===== config.mk =====
export PLATFORM = sky130hd
export DESIGN_NAME = rxll_ll
export DESIGN_NICKNAME = d
export VERILOG_FILES = /design/src/rtl/rxll_pkg.sv /design/src/rtl/rxll_stats.sv /design/src/rtl/rxll_ll.sv
export SDC_FILE = /design/constraint.sdc
export NUM_CORES = 1
export LEC_CHECK = 0
export ABC_AREA = 1
export CAP_MARGIN = 40
export CORE_UTILIZATION = 30
export DETAILED_ROUTE_END_ITERATION = 6
export PLACE_DENSITY = 0.71
export SYNTH_ARGS = -nofsm -noshare
export SYNTH_HDL_FRONTEND = slang
export SYNTH_SLANG_ARGS = --single-unit

===== constraint.sdc =====
create_clock -name phyclk -period 3.3 [get_ports phyclk]
set_clock_uncertainty 0.15 [all_clocks]
set_input_delay 0.66 -clock phyclk [delete_from_list [all_inputs] [get_ports phyclk]]
set_output_delay 0.66 -clock phyclk [all_outputs]
set_load 0.005 [all_outputs]

===== src/rtl/rxll_pkg.sv =====
// Shared definitions for the receive LocalLink-to-FIFO writer (rxll_ll):
// FSM state encoding, FIFO word layout and frame-length default.
package rxll_pkg;

  typedef enum logic [1:0] {
    IDLE = 2'd0,
    DATA = 2'd1,
    DROP = 2'd2
  } rx_state_e;

  localparam int SOF = 35;
  localparam int EOF = 34;
  localparam int ERR = 33;

  localparam int C_MAX_WORDS_DEF = 2049;

  localparam logic [15:0] STAT_MAX = 16'hFFFF;

  function automatic logic [35:0] fifo_word(input logic sof, input logic eof,
                                            input logic err, input logic [31:0] data);
    logic [35:0] w;
    w          = '0;
    w[SOF]     = sof;
    w[EOF]     = eof;
    w[ERR]     = err;
    w[31:0]    = data;
    return w;
  endfunction

endpackage


===== src/rtl/rxll_stats.sv =====
// Saturating good-frame and error counters for rxll_ll; built only when
// RXLL_STATS_EN is defined.
module rxll_stats
  import rxll_pkg::*;
(
  input  logic        clk,
  input  logic        rst,
  input  logic        inc_frame,
  input  logic        inc_error,
  output logic [15:0] stat_frames,
  output logic [15:0] stat_errors
);

  logic [15:0] frames_q, frames_d;
  logic [15:0] errors_q, errors_d;

  always_comb begin
    frames_d = frames_q;
    errors_d = errors_q;
    if (inc_frame && (frames_q != STAT_MAX)) frames_d = frames_q + 16'd1;
    if (inc_error && (errors_q != STAT_MAX)) errors_d = errors_q + 16'd1;
  end

  always_ff @(posedge clk) begin
    if (rst) begin
      frames_q <= '0;
      errors_q <= '0;
    end else begin
      frames_q <= frames_d;
      errors_q <= errors_d;
    end
  end

  assign stat_frames = frames_q;
  assign stat_errors = errors_q;

endmodule


===== src/rtl/rxll_ll.sv =====
// Receive LocalLink-to-FIFO writer: tags each accepted dword with sof/eof/err and writes
// it into a 36-bit FIFO. Statistics counters are built only when RXLL_STATS_EN is defined.
module rxll_ll
  import rxll_pkg::*;
#(
  parameter int C_FIFO_DEPTH = 1024,
  parameter int C_HIGH_WATER = 1008,
  parameter int C_MAX_WORDS  = C_MAX_WORDS_DEF
) (
  input  logic        phyclk,
  input  logic        phyreset,
  input  logic [31:0] trn_rd,
  input  logic        trn_rsof_n,
  input  logic        trn_reof_n,
  input  logic        trn_rsrc_rdy_n,
  input  logic        trn_rsrc_dsc_n,
  output logic        trn_rdst_rdy_n,
  output logic        wr_clk,
  output logic        wr_en,
  output logic [35:0] wr_di,
  input  logic [9:0]  wr_count,
  input  logic        wr_full,
  output logic        frame_done,
  output logic        frame_err,
  output logic [11:0] frame_len,
  output logic [15:0] stat_frames,
  output logic [15:0] stat_errors
);

  // A threshold above DEPTH-4 would leave no room for the in-flight beats.
  localparam int          HW_EFF  = (C_HIGH_WATER > C_FIFO_DEPTH - 4) ? (C_FIFO_DEPTH - 4)
                                                                      : C_HIGH_WATER;
  localparam logic [10:0] HW_TH   = 11'(HW_EFF);
  localparam logic [11:0] MAX_LEN = 12'(C_MAX_WORDS);

  rx_state_e   state_q, state_d;
  logic [11:0] len_q, len_d, len_inc;
  logic        rdy_n_q, rdy_n_d;
  logic        wr_en_q, wr_en_d;
  logic [35:0] wr_di_q, wr_di_d;
  logic        frame_done_q, frame_done_d;
  logic        frame_err_q, frame_err_d;
  logic [11:0] frame_len_q, frame_len_d;
  logic        beat, sof, eof, dsc, closing, bad;

  // Handshake: a beat transfers on a rising edge where trn_rsrc_rdy_n and trn_rdst_rdy_n are
  // both low; trn_rdst_rdy_n is a function of FIFO occupancy only, never of the source.
  assign beat = ~trn_rsrc_rdy_n & ~rdy_n_q;
  assign sof  = ~trn_rsof_n;
  assign eof  = ~trn_reof_n;
  assign dsc  = ~trn_rsrc_dsc_n;

  always_comb begin
    state_d      = state_q;
    len_d        = len_q;
    len_inc      = len_q + 12'd1;
    rdy_n_d      = ({1'b0, wr_count} >= HW_TH) | wr_full;
    wr_en_d      = 1'b0;
    wr_di_d      = wr_di_q;
    frame_done_d = 1'b0;
    frame_err_d  = 1'b0;
    frame_len_d  = frame_len_q;
    closing      = 1'b0;
    bad          = 1'b0;
    if (beat) begin
      case (state_q)
        IDLE: begin
          if (!sof || wr_full) begin
            frame_err_d = 1'b1;
            state_d     = eof ? IDLE : DROP;
          end else begin
            wr_en_d = 1'b1;
            wr_di_d = fifo_word(1'b1, eof, 1'b0, trn_rd);
            if (eof) begin
              frame_done_d = 1'b1;
              frame_len_d  = 12'd1;
            end else begin
              len_d   = 12'd1;
              state_d = DATA;
            end
          end
        end
        DATA: begin
          // Every frame-ending event writes the same closing word; only err differs.
          closing = dsc | sof | eof | (len_inc == MAX_LEN);
          bad     = dsc | sof | (~eof & (len_inc == MAX_LEN));
          if (wr_full) begin
            frame_err_d = 1'b1;
            len_d       = '0;
            state_d     = eof ? IDLE : DROP;
          end else begin
            wr_en_d = 1'b1;
            wr_di_d = fifo_word(1'b0, closing, bad, trn_rd);
            if (closing) begin
              frame_done_d = 1'b1;
              frame_err_d  = bad;
              frame_len_d  = len_inc;
              len_d        = '0;
              state_d      = eof ? IDLE : DROP;
            end else begin
              len_d = len_inc;
            end
          end
        end
        DROP: begin
          if (eof) state_d = IDLE;
        end
        default: state_d = IDLE;
      endcase
    end
  end

  always_ff @(posedge phyclk) begin
    if (phyreset) begin
      state_q      <= IDLE;
      len_q        <= '0;
      rdy_n_q      <= 1'b1;
      wr_en_q      <= 1'b0;
      wr_di_q      <= '0;
      frame_done_q <= 1'b0;
      frame_err_q  <= 1'b0;
      frame_len_q  <= '0;
    end else begin
      state_q      <= state_d;
      len_q        <= len_d;
      rdy_n_q      <= rdy_n_d;
      wr_en_q      <= wr_en_d;
      wr_di_q      <= wr_di_d;
      frame_done_q <= frame_done_d;
      frame_err_q  <= frame_err_d;
      frame_len_q  <= frame_len_d;
    end
  end

  assign trn_rdst_rdy_n = rdy_n_q;
  assign wr_clk         = phyclk;
  assign wr_en          = wr_en_q;
  assign wr_di          = wr_di_q;
  assign frame_done     = frame_done_q;
  assign frame_err      = frame_err_q;
  assign frame_len      = frame_len_q;

`ifdef RXLL_STATS_EN
  rxll_stats u_stats (
    .clk         (phyclk),
    .rst         (phyreset),
    .inc_frame   (frame_done_q & ~frame_err_q),
    .inc_error   (frame_err_q),
    .stat_frames (stat_frames),
    .stat_errors (stat_errors)
  );
`else
  assign stat_frames = '0;
  assign stat_errors = '0;
`endif

endmodule


# After elaboration in Yosys (flattened, before gate mapping)
# Cells that the tools add are included.
# op_classes
mux	32
n_div	0
multipliers	0
n_addsub	1
order_cmp	1
bitwise_logic	13
reduce_logical	8
eq_ne	11
shift	0
# ops
op	n
12-bit two-way mux	8
36-bit two-way mux	2
36-bit case mux with 2 select lines	1
12-bit case mux with 2 select lines	2
12-bit by 1-bit adder with 12-bit output, second input constant	1
12-bit == test, second input constant	1
2-bit two-way mux	6
2-bit != test, second input constant	6
4-bit AND reduction	3
10-bit greater-or-equal comparator, second input constant	1
1-bit two-way mux	9
3-bit != test, second input constant	2
1-bit inverter	6
1-bit case mux with 2 select lines	3
2-bit case mux with 3 select lines	1
6-bit AND reduction	1
1-bit bitwise OR	5
1-bit bitwise AND	2
2-bit by 1-bit == test with 1-bit output, second input constant	1
2-bit == test, second input constant	1
2-bit logical NOT	1
2-bit nonzero test	1
2-bit OR reduction	1
1-bit logical OR	1
# totals
wordCells	74
output_inout_bits	85
mem_bits_rw	0
reg_bits	66
mem_bits_ro	0
latch_bits	0
n_memories	0
inputBits	49

# Depth between registers and ports, before layout
# Gate-level depths: netlist (run 1).
# logic_depth
ltp_word	7
ltp_mapped	15
mapped_depth_nobuf	15

==> results.yml, run 1 <==
place:
  gp_congestion: 0.888
  hpwl_mm: 5.64
  place_ws_ns: 0.426
  placed_cells: 662
  io_buffer_count: 96
logic_synthesis:
  synth_seq_cells: 65
  yosysTopAreaCell: "dfxtp_1"
  ys_seq_area_share_pct: 41.2
  synth_edf_count: 0
  yosys_warnings: 0
  synth_area_mm2: 0.00316
  netlist_instances: 443
  synth_async_sr_flop_share_pct: 0
  avgSynthCellArea_um2: 7.12
  synth_top_area_share_pct: 41.2
  synthTopCellsByArea: "dfxtp_1 (41%), nand2_1 (17%), a21oi_1 (9.5%)"
  ys_types: 33
  yosys_most_used_dff: "dfxtp_1"
cells_and_area:
  fin_cells: 681
  fin_nets: 591
  diodes: 0
  fillers: 1027
  syn2layout_area_growth_pct: 37.4
  drive_above_1_share_pct: 8.62
cts:
  tritoncts: "done"
  cts.reportedPaths.clkPinSlew_ns: 0.06
  cts_resized: 0
  clkLatencyLatePin_ns: 0.45
  cts_setup_buffers: 0
  ctsHoldBuffers: 0
global_routing:
  grt_pass1_wl_mm: 13.0
  grt_max_degree: 55
  overflow: 0
  grt.busiest_layer: "met2"
  grtUsageTotal_pct: 15.0
  use_met2_pct: 23.2
  antenna_found_initial: 0
  grtUsageMet3_pct: 6.36
  use_met1_pct: 17.4
  grt_pass1_vias: 2868
route:
  wl_mm: 7.81
  wl_per_cell_um: 11.5
  ant_nets: 0
  drt_iter0_markers: 115
  drc: 0
  vias_per_cell: 4.46
  via_count: 3036
  drt-pass1-iter-count: 4
status:
  status: "finished clean"
critical_path:
  critical-path-top-delay-family: "buffers and inverters"
  critical_path_buf_inv_count: 3
  cp.arrival_ns: 2.33
  cp-end-kind: "output port"
  slowest_delay_ns: 0.45
  crit_chain: "clkbuf_8 > clkbuf_8 > clkdlybuf4s50_1"
  start_kind: "clock port"
  crit_type: "clk2out"
  worstPathMaxFanout: 2
  critPathMostFrequentCell: "clkbuf_8"
  timing.critical_path.slowest_stage_cell: "clkdlybuf4s50_1"
  cp.required_ns: 2.49
die:
  ios: 134
  die_w_um: 105
  std_cell_rows: 37
  core_region_area_mm2: 0.0103
  start_util_pct: 30.7
  dieArea_mm2: 0.0109
  fp.dieH_um: 105
sta:
  tns_ns: 0
  worst_pin_slew_ns: 0.573
  hold_viol_final: 0
  rsz0062_at_grt: "no"
  setup_viol_count_final: 0
  finalMaxSlewViolations: 0
  fin_hold_ws_ns: 0.315
  slew_headroom_pct: 61.8
  worst_slack_ns: 0.164
pwr:
  p_leak_nw: 1.54
  power.density_mw_per_mm2: 404
  irDropWorstVdd_mv: 0.204
  finalPower_mw: 1.75
run:
  drv_cap: 0
hold_path:
  hold_path.class: "reg2reg"
==> logic make-up after synthesis <==
group	synth area share, %
adders and majority gates	0.793
DFF	41.2
AOI/OAI and AO/OA	12.8
buffers and inverters	14.2
other	0.119
xor gates and xnor gates	0.555
and+or+nand+nor	30.3
==> final timing paths <==
kind	from	slack, ns	cells past startpoint	endpoint
setup / recovery	phyclk	0.16	3	wr_clk
setup reg to reg	len_q[0]	0.91	12	frame_len[6]
hold reg to reg	wr_di[8]	0.32	2	wr_di[8]
hold / removal	wr_di[8]	0.32	2	wr_di[8]
==> worst register-to-register path: stages, from the launching register on <==
cell	delay (ns)
dfxtp_1	0.42
ha_1	0.26
nand3_2	0.12
nor2_2	0.16
nand2_1	0.08
nand2_1	0.14
nand3_1	0.13
nor2_2	0.15
nand2_2	0.09
nand2_4	0.18
nand2_2	0.20
nand2_1	0.11
a21oi_1	0.06
==> layout make-up <==
class | count | area [µm²] | share of cell area [%]
inverter | 25 | 93.8 | 2.16
sequential | 65 | 1300 | 30.0
tap | 136 | 170 | 3.92
clock inverter | 7 | 71.3 | 1.65
clock buffer | 13 | 175 | 4.04
timing repair buffer | 102 | 998 | 23.0
multi-input combinational | 333 | 1530 | 35.2
==> placed cells by master (no fill, tap or decap), types with 2 or more instances in the layout <==
master           Yosys  final
inv_2                2      2
clkinv_4             0      3
clkbuf_8             0     12
nand4_1              5      5
ha_1                 2      2
inv_1               22     22
dfxtp_1             65     65
nand3_1             21     21
clkinv_2             0      3
conb_1               1     33
clkdlybuf4s50_1      0     95
nor3_1               9      9
nand2_1            144    144
nor2_4               3      3
a21oi_1             60     60
nor2_1              28     28
nand2_2              3      3
nand3_2              2      2
nor2_2               6      6
buf_4               35      7
o21ai_0              5      5
==> metal layers <==
metal	vias to the layer above	share of wire (%)
li1	1551	-
met1	1347	44
met2	124	46
met3	14	8.1
met4	0	2.4
met5	-	0
==> cell usage after synthesis (6+ instances only) <==
library cell / instances
clkbuf_1: 9
nor2_1: 28
nand3_1: 21
inv_1: 22
a21oi_1: 60
dfxtp_1: 65
nor3_1: 9
buf_4: 35
nand2_1: 144
nor2_2: 6
==> per-stage QoR <==
step,cell area [µm²],util (%)
finish,4340,42.2
detailed placement,4100,39.9
CTS,4340,42.2
global placement,4100,39.9
global route,4340,42.2
floorplan,3280,-
==> registers in the layout, indices dropped and copies added, names as in the netlist <==
signal	flops
frame_err	1
state_q	2
frame_done	1
wr_di	35
len_q	12
frame_len	12
trn_rdst_rdy_n	1
wr_en	1
==> where the power goes <==
part	total [mW]	switching (mW)	internal (mW)
Combinational	0.158	0.0783	0.0798
Sequential	0.805	0.00810	0.796
Clock	0.790	0.344	0.446
(Power assumes the default switching activity.)
==> inputs of run 2 (changes only) <==
--- a/config.mk
+++ b/config.mk
@@ -7,9 +7,9 @@
 export LEC_CHECK = 0
 export ABC_AREA = 1
 export CAP_MARGIN = 40
-export CORE_UTILIZATION = 30
+export CORE_UTILIZATION = 46
 export DETAILED_ROUTE_END_ITERATION = 6
-export PLACE_DENSITY = 0.71
+export PLACE_DENSITY = 0.95
 export SYNTH_ARGS = -nofsm -noshare
 export SYNTH_HDL_FRONTEND = slang
 export SYNTH_SLANG_ARGS = --single-unit
==> results.yml, run 2 (synthesis results as in run 1) <==
sta:
  hold_viol_final: 0
  setup_viol_count_final: 0
  worst_pin_slew_ns: 0.557
  finalMaxSlewViolations: 0
  tns_ns: 0
  slew_headroom_pct: 62.9
  worst_slack_ns: 0.186
  rsz0062_at_grt: "no"
die:
  dieArea_mm2: 0.00720
  die_w_um: 84.8
  ios: 134
  core_region_area_mm2: 0.00649
  start_util_pct: 48.6
  fp.dieH_um: 84.8
  std_cell_rows: 29
global_routing:
  overflow: 0
  grt_pass1_wl_mm: 13.1
  grtUsageTotal_pct: 23.0
  grt_max_degree: 55
  antenna_found_initial: 0
  grt_pass1_vias: 2885
route:
  wl_mm: 7.96
  drc: 12
  vias_per_cell: 5.10
  via_count: 3163
  wl_per_cell_um: 12.8
  drt-pass1-iter-count: 7
  ant_nets: 0
  drt_iter0_markers: 230
cells_and_area:
  fin_cells: 620
  fin_nets: 589
  diodes: 0
  mostFrequentLayoutCells: "nand2_1 (144), clkdlybuf4s50_1 (95), dfxtp_1 (65)"
  multi_input_area_mm2: 0.00153
  syn2layout_area_growth_pct: 36.1
  finalInstanceArea_mm2: 0.00429
  drive_above_1_share_pct: 8.10
  fillers: 514
  largest_register_ffs: 35
  layout_commonest_cell: "nand2_1"
  register_area_mm2: 0.00130
critical_path:
  start_kind: "clock port"
  worstPathMaxFanout: 2
  crit_type: "clk2out"
  cp.required_ns: 2.49
  cp-end-kind: "output port"
  cp.arrival_ns: 2.30
pwr:
  irDropWorstVdd_mv: 0.249
  power.density_mw_per_mm2: 444
  p_leak_nw: 1.54
  finalPower_mw: 1.91
cts:
  clkLatencyLatePin_ns: 0.45
  tritoncts: "done"
  ctsHoldBuffers: 0
  cts_setup_buffers: 0
  cts.reportedPaths.clkPinSlew_ns: 0.06
  cts_resized: 0
place:
  hpwl_mm: 5.76
  placed_cells: 601
  io_buffer_count: 96
  place_ws_ns: 0.426
  gp_congestion: 0.894
  place_area_mm2: 0.00401
run:
  drv_cap: 0
hold_path:
  hold_path.class: "reg2reg"
status:
  status: "complete, but fails checks"
  violations: "design-rule violations"
[run 2: report_power, final]
group | switching, mW | leakage [nW] | total [mW] | internal, mW
Sequential | 0.00848 | 0.525 | 0.805 | 0.797
Clock | 0.339 | 0.143 | 0.942 | 0.603
Combinational | 0.0793 | 0.873 | 0.158 | 0.0792
Total | 0.427 | 1.54 | 1.91 | 1.48
[run 2: worst paths after layout]
kind,to,cells past startpoint,slack (ns),from
max,wr_clk,3,0.19,phyclk
max reg2reg,frame_len[8],12,0.90,len_q[0]
min,frame_len[9],2,0.31,frame_len[9]
min reg2reg,frame_len[9],2,0.31,frame_len[9]
[run 2: per-stage QoR]
step                hold WS [ns]  util (%)
finish                     0.314      66.1
global route               0.342      66.1
CTS                        0.315      66.1
detailed placement         0.305      61.7
global placement           0.301      61.7
floorplan                  0.305         -
[run 2: metal layers]
layer	routed length, µm	global-route usage, %	part of all wire (%)	up-vias
li1	-	-	-	1545
met3	457	5.06	5.7	24
met2	4060	39.2	51	143
met4	255	13.1	3.2	0
met1	3190	26.9	40	1451
met5	0	0	0	-
[run 2: cell type report]
| cell class | instances | share of cell area [%] |
|---|---|---|
| Tap cell | 77 | 2.24 |
| Inverter | 25 | 2.19 |
| Clock buffer | 14 | 4.17 |
| Multi-Input combinational cell | 333 | 35.5 |
| Sequential cell | 65 | 30.3 |
| Clock inverter | 6 | 2.68 |
| Timing Repair Buffer | 100 | 22.9 |
[run 2: critical path, stage by stage]
cell	delay (ns)
clkbuf_8	0.11
clkbuf_8	0.11
clkdlybuf4s50_1	0.43
==> inputs of run 3 (changes only) <==
--- a/config.mk
+++ b/config.mk
@@ -7,8 +7,11 @@
 export LEC_CHECK = 0
 export ABC_AREA = 1
 export CAP_MARGIN = 40
-export CORE_UTILIZATION = 46
+export CORE_UTILIZATION = 47
+export CTS_BUF_LIST = sky130_fd_sc_hd__clkbuf_4
+export CTS_CLUSTER_DIAMETER = 120
 export DETAILED_ROUTE_END_ITERATION = 6
+export MAX_ROUTING_LAYER = met4
 export PLACE_DENSITY = 0.95
 export SYNTH_ARGS = -nofsm -noshare
 export SYNTH_HDL_FRONTEND = slang
==> results.yml, run 3 (synthesis results as in run 1) <==
status:
  status: "complete, but fails checks"
  violations: "design-rule violations"
cells_and_area:
  drive_above_1_share_pct: 8.12
  syn2layout_area_growth_pct: 31.9
  layout_commonest_cell: "nand2_1"
  diodes: 0
  fin_nets: 588
  mostFrequentLayoutCells: "nand2_1 (144), clkdlybuf4s50_1 (95), dfxtp_1 (65)"
  largest_register_ffs: 35
  fillers: 548
  finalInstanceArea_mm2: 0.00416
  final_util_pct: 64.8
place:
  place_area_mm2: 0.00400
  gp_congestion: 0.997
  hpwl_mm: 5.73
  io_buffer_count: 96
sta:
  finalMaxSlewViolations: 0
  hold_viol_final: 0
  fin_hold_ws_ns: 0.320
  rsz0062_at_grt: "no"
  setup_viol_count_final: 0
  slew_headroom_pct: 53.6
  worst_pin_slew_ns: 0.692
  tns_ns: 0
cts:
  cts_setup_buffers: 0
  ctsHoldBuffers: 0
  cts_resized: 0
  cts.reportedPaths.clkPinSlew_ns: 0.10
  clkLatencyLatePin_ns: 0.55
  tritoncts: "done"
pwr:
  irDropWorstVdd_mv: 0.274
  power.density_mw_per_mm2: 379
  p_leak_nw: 1.49
  finalPower_mw: 1.58
route:
  drc: 18
  ant_nets: 0
  vias_per_cell: 5.16
  wl_mm: 8.17
  drt_iter0_markers: 303
  via_count: 3195
  drt-pass1-iter-count: 7
  wl_per_cell_um: 13.2
critical_path:
  cp-end-kind: "output port"
  crit_type: "clk2out"
  cp.required_ns: 2.49
  worstPathMaxFanout: 2
  ff2ff_path_depth: 12
  cp.arrival_ns: 2.31
  start_kind: "clock port"
run:
  drv_cap: 0
die:
  core_region_area_mm2: 0.00642
  ios: 134
  std_cell_rows: 29
  fp.dieH_um: 83.9
  start_util_pct: 49.1
  die_w_um: 83.9
  dieArea_mm2: 0.00705
global_routing:
  antenna_found_initial: 0
  grt_pass1_vias: 2881
  grtUsageTotal_pct: 24.7
  overflow: 0
  grt_pass1_wl_mm: 13.4
  grt_max_degree: 55
hold_path:
  whs_path_depth: 2
  hold_path.class: "reg2reg"
## run 3: changes by cell type in the layout (fill, tap and decap cells not counted), sizes merged
cell | previous run | this run
clkinv | 2 | 5
clkbuf | 13 | 12
buf | 6 | 5
bufinv | 3 | 1
## run 3: per-layer routing
layer	up-vias	wire, µm	global-route usage [%]
met5	-	0	-
met4	0	258	13.2
met3	33	590	7.12
met2	187	4000	39.6
met1	1433	3320	28.0
li1	1542	-	-
## run 3: worst max-delay path, cell delays in order
cell and delay (ns):
clkbuf_4 0.11, clkbuf_4 0.12, clkdlybuf4s50_1 0.43
## run 3: final timing paths
| kind | from | to | slack (ns) |
|---|---|---|---|
| worst max register to register | len_q[0] | frame_len[5] | 0.91 |
| worst min-delay path | wr_di[5] | wr_di[5] | 0.32 |
| worst min register to register | wr_di[5] | wr_di[5] | 0.32 |
| worst max-delay path | phyclk | wr_clk | 0.18 |
## run 3: layout make-up
class | count | area (µm²) | share of cell area, %
Timing Repair Buffer | 99 | 976 | 23.4
Inverter | 25 | 93.8 | 2.25
Clock buffer | 13 | 100 | 2.40
Tap cell | 77 | 96.3 | 2.31
Multi-Input combinational cell | 333 | 1530 | 36.6
Clock inverter | 7 | 70.1 | 1.68
Sequential cell | 65 | 1300 | 31.3
## run 3: where the power goes
part           internal, mW  switching (mW)  total [mW]
combinational        0.0790          0.0803       0.159
clock                 0.291           0.322       0.613
sequential            0.797         0.00825       0.805
total                  1.17           0.411        1.58
## run 3: stage by stage
step / instances / setup WS (ns)
after floorplan: 475 / 0.729
after global placement: 600 / 0.426
after detailed placement: 600 / 0.397
after CTS: 619 / 0.167
after global routing: 619 / 0.154
final: 619 / 0.184
